<file path="config.mk">
export PLATFORM = sky130hd
export DESIGN_NAME = mem_access_unit_flat
export DESIGN_NICKNAME = d
export VERILOG_FILES = /design/src/rtl/mem_access_unit_if.sv /design/src/rtl/mem_access_unit.sv /design/src/flat_wrapper.sv
export SDC_FILE = /design/constraint.sdc
export NUM_CORES = 1
export LEC_CHECK = 0
export CORE_UTILIZATION = 41
export DETAILED_ROUTE_END_ITERATION = 8
export HOLD_SLACK_MARGIN = 0.02
export PLACE_DENSITY = 0.76
export SLEW_MARGIN = 20
export SYNTH_ARGS = -nofsm -noshare
export SYNTH_HDL_FRONTEND = slang
export SYNTH_SLANG_ARGS = --single-unit
</file>
<file path="constraint.sdc">
create_clock -name clk -period 4.82 [get_ports clk]
set_clock_uncertainty 0.1 [all_clocks]
set_input_delay 0.482 -clock clk [delete_from_list [all_inputs] [get_ports clk]]
set_output_delay 0.482 -clock clk [all_outputs]
set_load 0.02 [all_outputs]
</file>
<file path="src/rtl/mem_access_unit_if.sv">
// Data-memory port between the memory access unit (master) and the data cache (slave).
interface mem_access_unit_if;
  logic        data_read;
  logic        data_write;
  logic [31:0] data_addr;
  logic [3:0]  data_mbe;
  logic [31:0] data_wdata;
  logic [31:0] data_rdata;
  logic        data_resp;

  // Strobe-until-response handshake: the master raises data_read or data_write
  // with addr/mbe/wdata stable and keeps them until data_resp, which the slave
  // pulses for exactly one cycle; strobes drop in the following cycle.
  modport master (
    output data_read, data_write, data_addr, data_mbe, data_wdata,
    input  data_rdata, data_resp
  );

  modport slave (
    input  data_read, data_write, data_addr, data_mbe, data_wdata,
    output data_rdata, data_resp
  );
endinterface

</file>
<file path="src/rtl/mem_access_unit.sv">
// Memory-side end of the control-word interface: runs the data-memory handshake,
// generates byte lanes for stores and extends load data for the regfile mux.
module mem_access_unit #(
  parameter int TIMEOUT_CYCLES = 0
) (
  input  logic        clk,
  input  logic        rst,
  input  logic        mem_read,
  input  logic        mem_write,
  input  logic [1:0]  store_type,
  input  logic [2:0]  load_funct3,
  input  logic [31:0] addr,
  input  logic [31:0] wdata,
  output logic        stall,
  output logic        done,
  output logic        err,
  output logic [31:0] rdata,
  output logic [1:0]  dbg_state,
  mem_access_unit_if.master dmem
);

  typedef enum logic [1:0] {
    S_IDLE   = 2'd0,
    S_ACCESS = 2'd1,
    S_DONE   = 2'd2
  } state_t;

  localparam int CW = (TIMEOUT_CYCLES > 1) ? $clog2(TIMEOUT_CYCLES) + 1 : 1;
  localparam logic [CW-1:0] TO_LAST = (TIMEOUT_CYCLES > 0) ? CW'(TIMEOUT_CYCLES - 1) : '0;
  localparam logic TO_EN = (TIMEOUT_CYCLES > 0);

  state_t      state_q;
  logic        rd_q, wr_q;
  logic        done_q, err_q;
  logic [31:0] rdata_q;
  logic [31:0] daddr_q, dwdata_q;
  logic [3:0]  mbe_q;
  logic [1:0]  off_q;
  logic [2:0]  f3_q;
  logic [1:0]  st_q;
  logic [CW-1:0] cnt_q;

  logic        is_half_d, is_byte_d, misaligned_d;
  logic [3:0]  mbe_d;
  logic [31:0] dwdata_d;
  logic [31:0] load_ext_d;
  logic [7:0]  ld_byte;
  logic [15:0] ld_half;
  logic        timeout_hit;

  // Request decode; a write takes priority when both strobes are set.
  always_comb begin
    is_half_d    = 1'b0;
    is_byte_d    = 1'b0;
    misaligned_d = 1'b0;
    mbe_d        = 4'b1111;
    dwdata_d     = wdata;
    if (mem_write) begin
      is_half_d = (store_type == 2'b01);
      is_byte_d = (store_type == 2'b10);
    end else begin
      is_half_d = (load_funct3[1:0] == 2'b01);
      is_byte_d = (load_funct3[1:0] == 2'b00);
    end
    if (is_half_d)      misaligned_d = addr[0];
    else if (!is_byte_d) misaligned_d = (addr[1:0] != 2'b00);
    if (mem_write && is_byte_d) begin
      mbe_d    = 4'b0001 << addr[1:0];
      dwdata_d = {4{wdata[7:0]}};
    end else if (mem_write && is_half_d) begin
      mbe_d    = 4'b0011 << addr[1:0];
      dwdata_d = {2{wdata[15:0]}};
    end
  end

  always_comb begin
    ld_byte    = dmem.data_rdata[8*off_q +: 8];
    ld_half    = dmem.data_rdata[16*off_q[1] +: 16];
    load_ext_d = dmem.data_rdata;
    case (f3_q)
      3'b000:  load_ext_d = {{24{ld_byte[7]}}, ld_byte};
      3'b100:  load_ext_d = {24'd0, ld_byte};
      3'b001:  load_ext_d = {{16{ld_half[15]}}, ld_half};
      3'b101:  load_ext_d = {16'd0, ld_half};
      default: load_ext_d = dmem.data_rdata;
    endcase
  end

  assign timeout_hit = TO_EN && (cnt_q == TO_LAST);

  always_ff @(posedge clk or negedge rst) begin
    if (!rst) begin
      state_q  <= S_IDLE;
      rd_q     <= 1'b0;
      wr_q     <= 1'b0;
      done_q   <= 1'b0;
      err_q    <= 1'b0;
      rdata_q  <= '0;
      daddr_q  <= '0;
      mbe_q    <= '0;
      dwdata_q <= '0;
      off_q    <= '0;
      f3_q     <= '0;
      st_q     <= '0;
      cnt_q    <= '0;
    end else begin
      case (state_q)
        S_IDLE: begin
          done_q <= 1'b0;
          err_q  <= 1'b0;
          if (mem_read || mem_write) begin
            off_q   <= addr[1:0];
            f3_q    <= load_funct3;
            st_q    <= store_type;
            cnt_q   <= '0;
            rdata_q <= '0;
            if (misaligned_d) begin
              state_q <= S_DONE;
              done_q  <= 1'b1;
              err_q   <= 1'b1;
            end else begin
              state_q  <= S_ACCESS;
              daddr_q  <= {addr[31:2], 2'b00};
              mbe_q    <= mbe_d;
              dwdata_q <= dwdata_d;
              rd_q     <= ~mem_write;
              wr_q     <= mem_write;
            end
          end
        end
        S_ACCESS: begin
          if (dmem.data_resp) begin
            rd_q    <= 1'b0;
            wr_q    <= 1'b0;
            done_q  <= 1'b1;
            err_q   <= 1'b0;
            state_q <= S_DONE;
            if (rd_q) rdata_q <= load_ext_d;
          end else if (timeout_hit) begin
            rd_q    <= 1'b0;
            wr_q    <= 1'b0;
            done_q  <= 1'b1;
            err_q   <= 1'b1;
            state_q <= S_DONE;
          end else if (TO_EN && (cnt_q != {CW{1'b1}})) begin
            cnt_q <= cnt_q + 1'b1;
          end
        end
        S_DONE: begin
          done_q  <= 1'b0;
          err_q   <= 1'b0;
          state_q <= S_IDLE;
        end
        default: state_q <= S_IDLE;
      endcase
    end
  end

  assign stall           = (mem_read | mem_write) & ~done_q;
  assign done            = done_q;
  assign err             = err_q;
  assign rdata           = rdata_q;
  assign dbg_state       = state_q;
  assign dmem.data_read  = rd_q;
  assign dmem.data_write = wr_q;
  assign dmem.data_addr  = daddr_q;
  assign dmem.data_mbe   = mbe_q;
  assign dmem.data_wdata = dwdata_q;

endmodule

</file>
<file path="src/flat_wrapper.sv">
// flat-port wrapper written by rule: the top's interface ports become plain ports
module mem_access_unit_flat 
#(
  parameter int TIMEOUT_CYCLES = 0
)
  (clk, rst, mem_read, mem_write, store_type, load_funct3, addr, wdata, stall, done, err, rdata, dbg_state, dmem_data_read, dmem_data_write, dmem_data_addr, dmem_data_mbe, dmem_data_wdata, dmem_data_rdata, dmem_data_resp);
  mem_access_unit_if dmem_i ();
  input  logic clk;
  input  logic rst;
  input  logic mem_read;
  input  logic mem_write;
  input  logic [1:0] store_type;
  input  logic [2:0] load_funct3;
  input  logic [31:0] addr;
  input  logic [31:0] wdata;
  output logic stall;
  output logic done;
  output logic err;
  output logic [31:0] rdata;
  output logic [1:0] dbg_state;
  output wire logic [$bits(dmem_i.data_read)-1:0] dmem_data_read;
  output wire logic [$bits(dmem_i.data_write)-1:0] dmem_data_write;
  output wire logic [$bits(dmem_i.data_addr)-1:0] dmem_data_addr;
  output wire logic [$bits(dmem_i.data_mbe)-1:0] dmem_data_mbe;
  output wire logic [$bits(dmem_i.data_wdata)-1:0] dmem_data_wdata;
  input wire logic [$bits(dmem_i.data_rdata)-1:0] dmem_data_rdata;
  input wire logic [$bits(dmem_i.data_resp)-1:0] dmem_data_resp;
  assign dmem_data_read = dmem_i.data_read;
  assign dmem_data_write = dmem_i.data_write;
  assign dmem_data_addr = dmem_i.data_addr;
  assign dmem_data_mbe = dmem_i.data_mbe;
  assign dmem_data_wdata = dmem_i.data_wdata;
  assign dmem_i.data_rdata = dmem_data_rdata;
  assign dmem_i.data_resp = dmem_data_resp;
  mem_access_unit #(.TIMEOUT_CYCLES(TIMEOUT_CYCLES)) u_core (.clk(clk), .rst(rst), .mem_read(mem_read), .mem_write(mem_write), .store_type(store_type), .load_funct3(load_funct3), .addr(addr), .wdata(wdata), .stall(stall), .done(done), .err(err), .rdata(rdata), .dbg_state(dbg_state), .dmem(dmem_i));
endmodule
</file>
* Word-level counts from Yosys, hierarchy flattened
Index checks and enable logic that the tools add are counted.
** Operators by class
- Equality and inequality tests :: 12
- Muxes and demuxes :: 29
- Reductions and logical operators :: 15
- Shift operators :: 4
- Bitwise gates (word level) :: 5
** Operators by type and width (number)
- 32-bit 2-to-1 mux :: 5
- 32-bit case mux with 4 select lines :: 1
- 32-bit case mux with 2 select lines :: 1
- 32-bit by 6-bit indexed part select with 16-bit output :: 1
- 32-bit by 6-bit indexed part select with 8-bit output :: 1
- 1-bit 2-to-1 mux :: 12
- 4-bit 2-to-1 mux :: 2
- 4-bit AND reduction :: 2
- 2-bit by 1-bit equality test with 1-bit output (second input constant) :: 3
- 3-bit equality test (second input constant) :: 2
- 2-bit 2-to-1 mux :: 3
- 1-bit case mux with 3 select lines :: 2
- 2-bit AND reduction :: 3
- 2-bit equality test (second input constant) :: 2
- 2-bit zero test :: 2
- 2-bit by 1-bit != test with 1-bit output (second input constant) :: 2
- 2-bit != test (second input constant) :: 2
- 1-bit case mux with 2 select lines :: 2
- 2-bit case mux with 2 select lines :: 1
- 2-bit nonzero test :: 2
- 1-bit by 2-bit left shift with 4-bit output (first input constant) :: 1
- 2-bit by 2-bit left shift with 4-bit output (first input constant) :: 1
- 3-bit by 1-bit equality test with 1-bit output (second input constant) :: 1
- 3-bit zero test :: 1
- other kinds (7) :: 10
** Word-level totals
- Bits in registers :: 109
- Word-level logic and storage cells :: 76
- Output and inout port bits :: 107

* Depth between registers and ports, before layout
- Depth in word-level cells :: 7
- Mapped depth :: 8
- Mapped depth without buffers :: 6

* Least setup slack after synthesis
No wires, ideal clock.
- Path type :: register to register
- From :: register u_core.state_q[0] (netlist: u_core.dbg_state[0])
- To :: register u_core.rdata_q[8] (netlist: u_core.rdata[8])
- Path buffers :: 2
- Period minus slack after synthesis :: 2.185 ns
- Slack :: 2.635 ns
- Arrival :: 1.959 ns
- Stages on the path, launching flop included :: 9
- Setup time :: 0.126 ns
- Cell sequence :: dfrtp_1 > inv_1 > ha_1 > clkbuf_1 > nor3b_1 > nor3b_1 > clkbuf_1 > and3_1 > a221o_1
** Between the ends
- Cells in the longest elaborated chain, start to end :: 3
- Elaborated cells between the ends (all ways) :: 8
- Those cells by class :: eq/ne: 4; mux: 1; reduce/logical: 3
** Ends and longest elaborated chain
- start: declaration :: RTL line mem_access_unit.sv:32 : state_t state_q;
- start signal: assignment :: RTL line mem_access_unit.sv:93 : state_q <= S_IDLE;
- start signal: assignment :: RTL line mem_access_unit.sv:118 : state_q <= S_DONE;
- start signal: assignment :: RTL line mem_access_unit.sv:122 : state_q <= S_ACCESS;
- 2-bit by 1-bit equality test with 1-bit output or 2-bit zero test (tied branches) :: RTL line mem_access_unit.sv:107 : case (state_q)
- 2-bit by 1-bit != test with 1-bit output (no line) (tied with other cells)
- 4-bit AND reduction (no line)
- end signal: assignment :: RTL line mem_access_unit.sv:138 : if (rd_q) rdata_q <= load_ext_d;
- end: declaration :: RTL line mem_access_unit.sv:35 : logic [31:0] rdata_q;
Several ways; a longest one is shown, not always the timed one.
A chain may end at the register's enable or synchronous reset.

* Worst setup path in the final report
- From :: input port mem_write
- To :: register u_core.daddr_q[31] (netlist: u_core.dmem.data_addr[31])
** Between the ends
- Cells in the longest elaborated chain, start to end :: 5
- Elaborated cells between the ends (all ways) :: 7
- Those cells by class :: mux: 4; bitwise: 1; reduce/logical: 2
** Ends and longest elaborated chain
- start: declaration :: RTL line flat_wrapper.sv:11 : input logic mem_write;
- 1-bit 2-to-1 mux :: RTL line mem_access_unit.sv:58 : if (mem_write) begin
- 1-bit 2-to-1 mux :: RTL line mem_access_unit.sv:66 : else if (!is_byte_d) misaligned_d = (addr[1:0] != 2'b00);
- 1-bit 2-to-1 mux :: RTL line mem_access_unit.sv:65 : if (is_half_d) misaligned_d = addr[0];
- 1-bit inverter (no line)
- 3-bit AND reduction (no line) *
- end signal: assignment :: RTL line mem_access_unit.sv:123 : daddr_q <= {addr[31:2], 2'b00};
- end: declaration :: RTL line mem_access_unit.sv:36 : logic [31:0] daddr_q, dwdata_q;
Mark *: on every way between the ends. The rest lies on a longest branch, timed or not.

==> reports/results.ini <==
[finish]
fin_area_um2 = 7930
num-fill-cells = 1021
area_delta_synth_final_pct = 45.4
diodes = 0
drive_gt1_share_pct = 15.3
nNetsFinal = 787

[critical_path]
arrival_ps = 2930
cp.required_ps = 4950
timing.rr.start = u_core.off_q[1]
r2r_end = u_core.rdata[18]
rr_worst_depth = 4
cp-start-kind = input port
rrSetupSlack_ps = 2290
worst_setup_path_end_kind = flop
path_max_fanout = 66
worstSetupPathType = in -> reg

[floorplan]
initial_core_util_pct = 42.7
rows = 41
dieArea_um2 = 13800
io_pins = 213
dieWidth_um = 117
die_height_um = 117
core-area_um2 = 12800

[clocking]
cts.sinks = 109
htreeDepth = 3
numCtsBuffers = 9
cts-root-buf = clkbuf_16
cts-hold-fix-buffers = 0
clk_pin_slew_ps = 70
cts_tree = built
cts_buffer_depth = 2
cts_setup_buffers = 0
clk_latency_ps = 350
ctsResizeCount = 0

[sta]
finalCritPeriodShare_pct = 58.0
fmax_mhz = 358
max-slew-margin-rel_pct = 51.1
rsz0062_at_grt = false
setup_viol = 0
tightest_slew_ps = 734
finalMaxSlewViolations = 0
min_period_ps = 2800
hold_viol_final = 0
finalSetupTns_ps = 0

[yosys]
yosys-top-cells-area = dfrtp_1, mux2_4, mux2_2
ys_types = 49
yosysMostFrequentCell = dfrtp_1
yosys_warnings = 0
synth_ff_type = dfrtp_1
synth_cells = 478
synthArstFlopShare_pct = 100
synthTopCellsByCount = dfrtp_1, nand2_1, o21ai_0
yosysSeqAreaShare_pct = 50.0
avgSynthCellArea_um2 = 11.4
synth_edf_count = 0
syn_area_um2 = 5450
yosys.area.top_type_share_pct = 50.0
synth-seq-cells = 109
yosys.area.top_type = dfrtp_1

[power_and_ir_drop]
powerDensity_nw_per_um2 = 610
leakagePower_nw = 3.44
ir_worst_vdd_uv = 364

[drt]
wl_um = 15600
drc = 0
vias_per_cell = 5.32
post_drt_wl_per_cell_um = 18.4
ant_nets = 0
num_vias = 4526
firstDrtPassIters = 4
drt_iter0_drc = 388

[global_routing]
grt_usage_pct = 23.4
grt-ovfl-total = 0
antenna_found_initial = 0
grt_pass1_vias = 4797
grt_pass1_wl_um = 25300
grt_max_degree = 67

[placed_design]
dpl_cell_area_um2 = 7650
io_buffers = 210
gp_congestion = 0.820
hpwl_um = 11400

[worst_hold_path]
hp-class = in -> async

[outcome]
outcome = complete, no violations

[job]
cap_violations = 0

-- cell families (layout without fill, tap and decap cells) --
| logic type | Yosys count | count (layout) | synth area share, % |
|---|---|---|---|
| XOR/XNOR | 1 | 1 | 0.161 |
| AO/OA/AOI/OAI | 106 | 106 | 12.0 |
| multiplexers | 95 | 95 | 22.1 |
| other | 1 | 2 | 0.0688 |
| flip-flops | 109 | 109 | 50.0 |
| buffers and inverters | 45 | 245 | 4.18 |
| adder cells (fa/ha/maj) | 7 | 7 | 1.61 |
| AND/OR/NAND/NOR | 114 | 114 | 9.87 |
-- layout by cell type (no fill, tap or decap), drive strengths merged, types with 2 or more instances in the layout --
cell           count
mux2              77
a32oi              5
nand3              3
o31ai              7
and3               2
o22ai              3
clkinv             3
dfrtp            109
a32o               3
nand2             67
o21ai             45
or3                5
nand2b             6
clkbuf            13
ha                 7
a211o              2
a31oi              5
and3b              2
and2               5
mux2i             17
a221o              3
nor3               3
buf                6
or2                2
conb               2
nor3b              4
o21a               2
inv               13
nand3b             2
clkdlybuf4s50    209
nor2               9
a21oi             26
nor2b              2
-- critical path: stages --
cell and delay (ps):
clkdlybuf4s50_1 690, and3b_1 610, o21ai_4 180, nand4_4 140
buf_12 360, mux2_2 390
-- routing by layer --
metal / vias up / track usage, % / wire length [um]
li1: 2076 / - / -
met1: 2216 / 28.1 / 6330
met2: 210 / 38.2 / 7460
met3: 24 / 7.98 / 1480
met4: 0 / 9.42 / 359
met5: - / 0 / 0
-- registers in the layout, indices dropped and copies added (netlist names) --
name                    cells
u_core.rdata               32
u_core.f3_q                 3
u_core.dmem.data_write      1
u_core.off_q                2
u_core.dmem.data_read       1
u_core.dbg_state            2
u_core.err                  1
u_core.done                 1
u_core.dmem.data_wdata     32
u_core.dmem.data_addr      30
u_core.dmem.data_mbe        4
-- power by group --
group          leakage, nW  internal [mW]  switching (mW)
sequential            1.35           1.28           0.278
clock                0.130          0.366           0.327
combinational         1.96           1.31            1.27
-- stage by stage --
step | hold slack [ps] | util [%] | power [mW] | instances | setup slack [ps]
after floorplan | 86.4 | - | 3.06 | 479 | 2630
after global placement | 362 | 59.9 | 4.07 | 835 | 1750
after detailed placement | 373 | 59.9 | 4.15 | 835 | 1660
after CTS | 115 | 62.0 | 4.86 | 851 | 2030
after global routing | 148 | 62.1 | 5.09 | 851 | 1880
final | 81.6 | 62.1 | 4.83 | 851 | 2020
-- how the worst max path moves through the flow --
stage	startpoint	end	slack, ps
floorplan	u_core.dbg_state[0]	u_core.rdata[8]	2630
global placement	mem_write	u_core.dmem.data_addr[31]	1750
detailed placement	mem_write	u_core.dmem.data_wdata[0]	1660
CTS	mem_write	u_core.dmem.data_wdata[15]	2030
global route	mem_write	u_core.dmem.data_addr[31]	1880
finish	mem_write	u_core.dmem.data_addr[31]	2020
-- final cells by class --
class | instances | area (um2) | area share [%]
Multi-Input combinational cell | 325 | 2510 | 31.7
Timing Repair Buffer | 215 | 2150 | 27.1
Tap cell | 172 | 215 | 2.71
Inverter | 14 | 52.6 | 0.663
Clock buffer | 13 | 250 | 3.16
Clock inverter | 3 | 21.3 | 0.268
Sequential cell | 109 | 2730 | 34.4
Note: power is estimated with default switching activity, not from simulation.
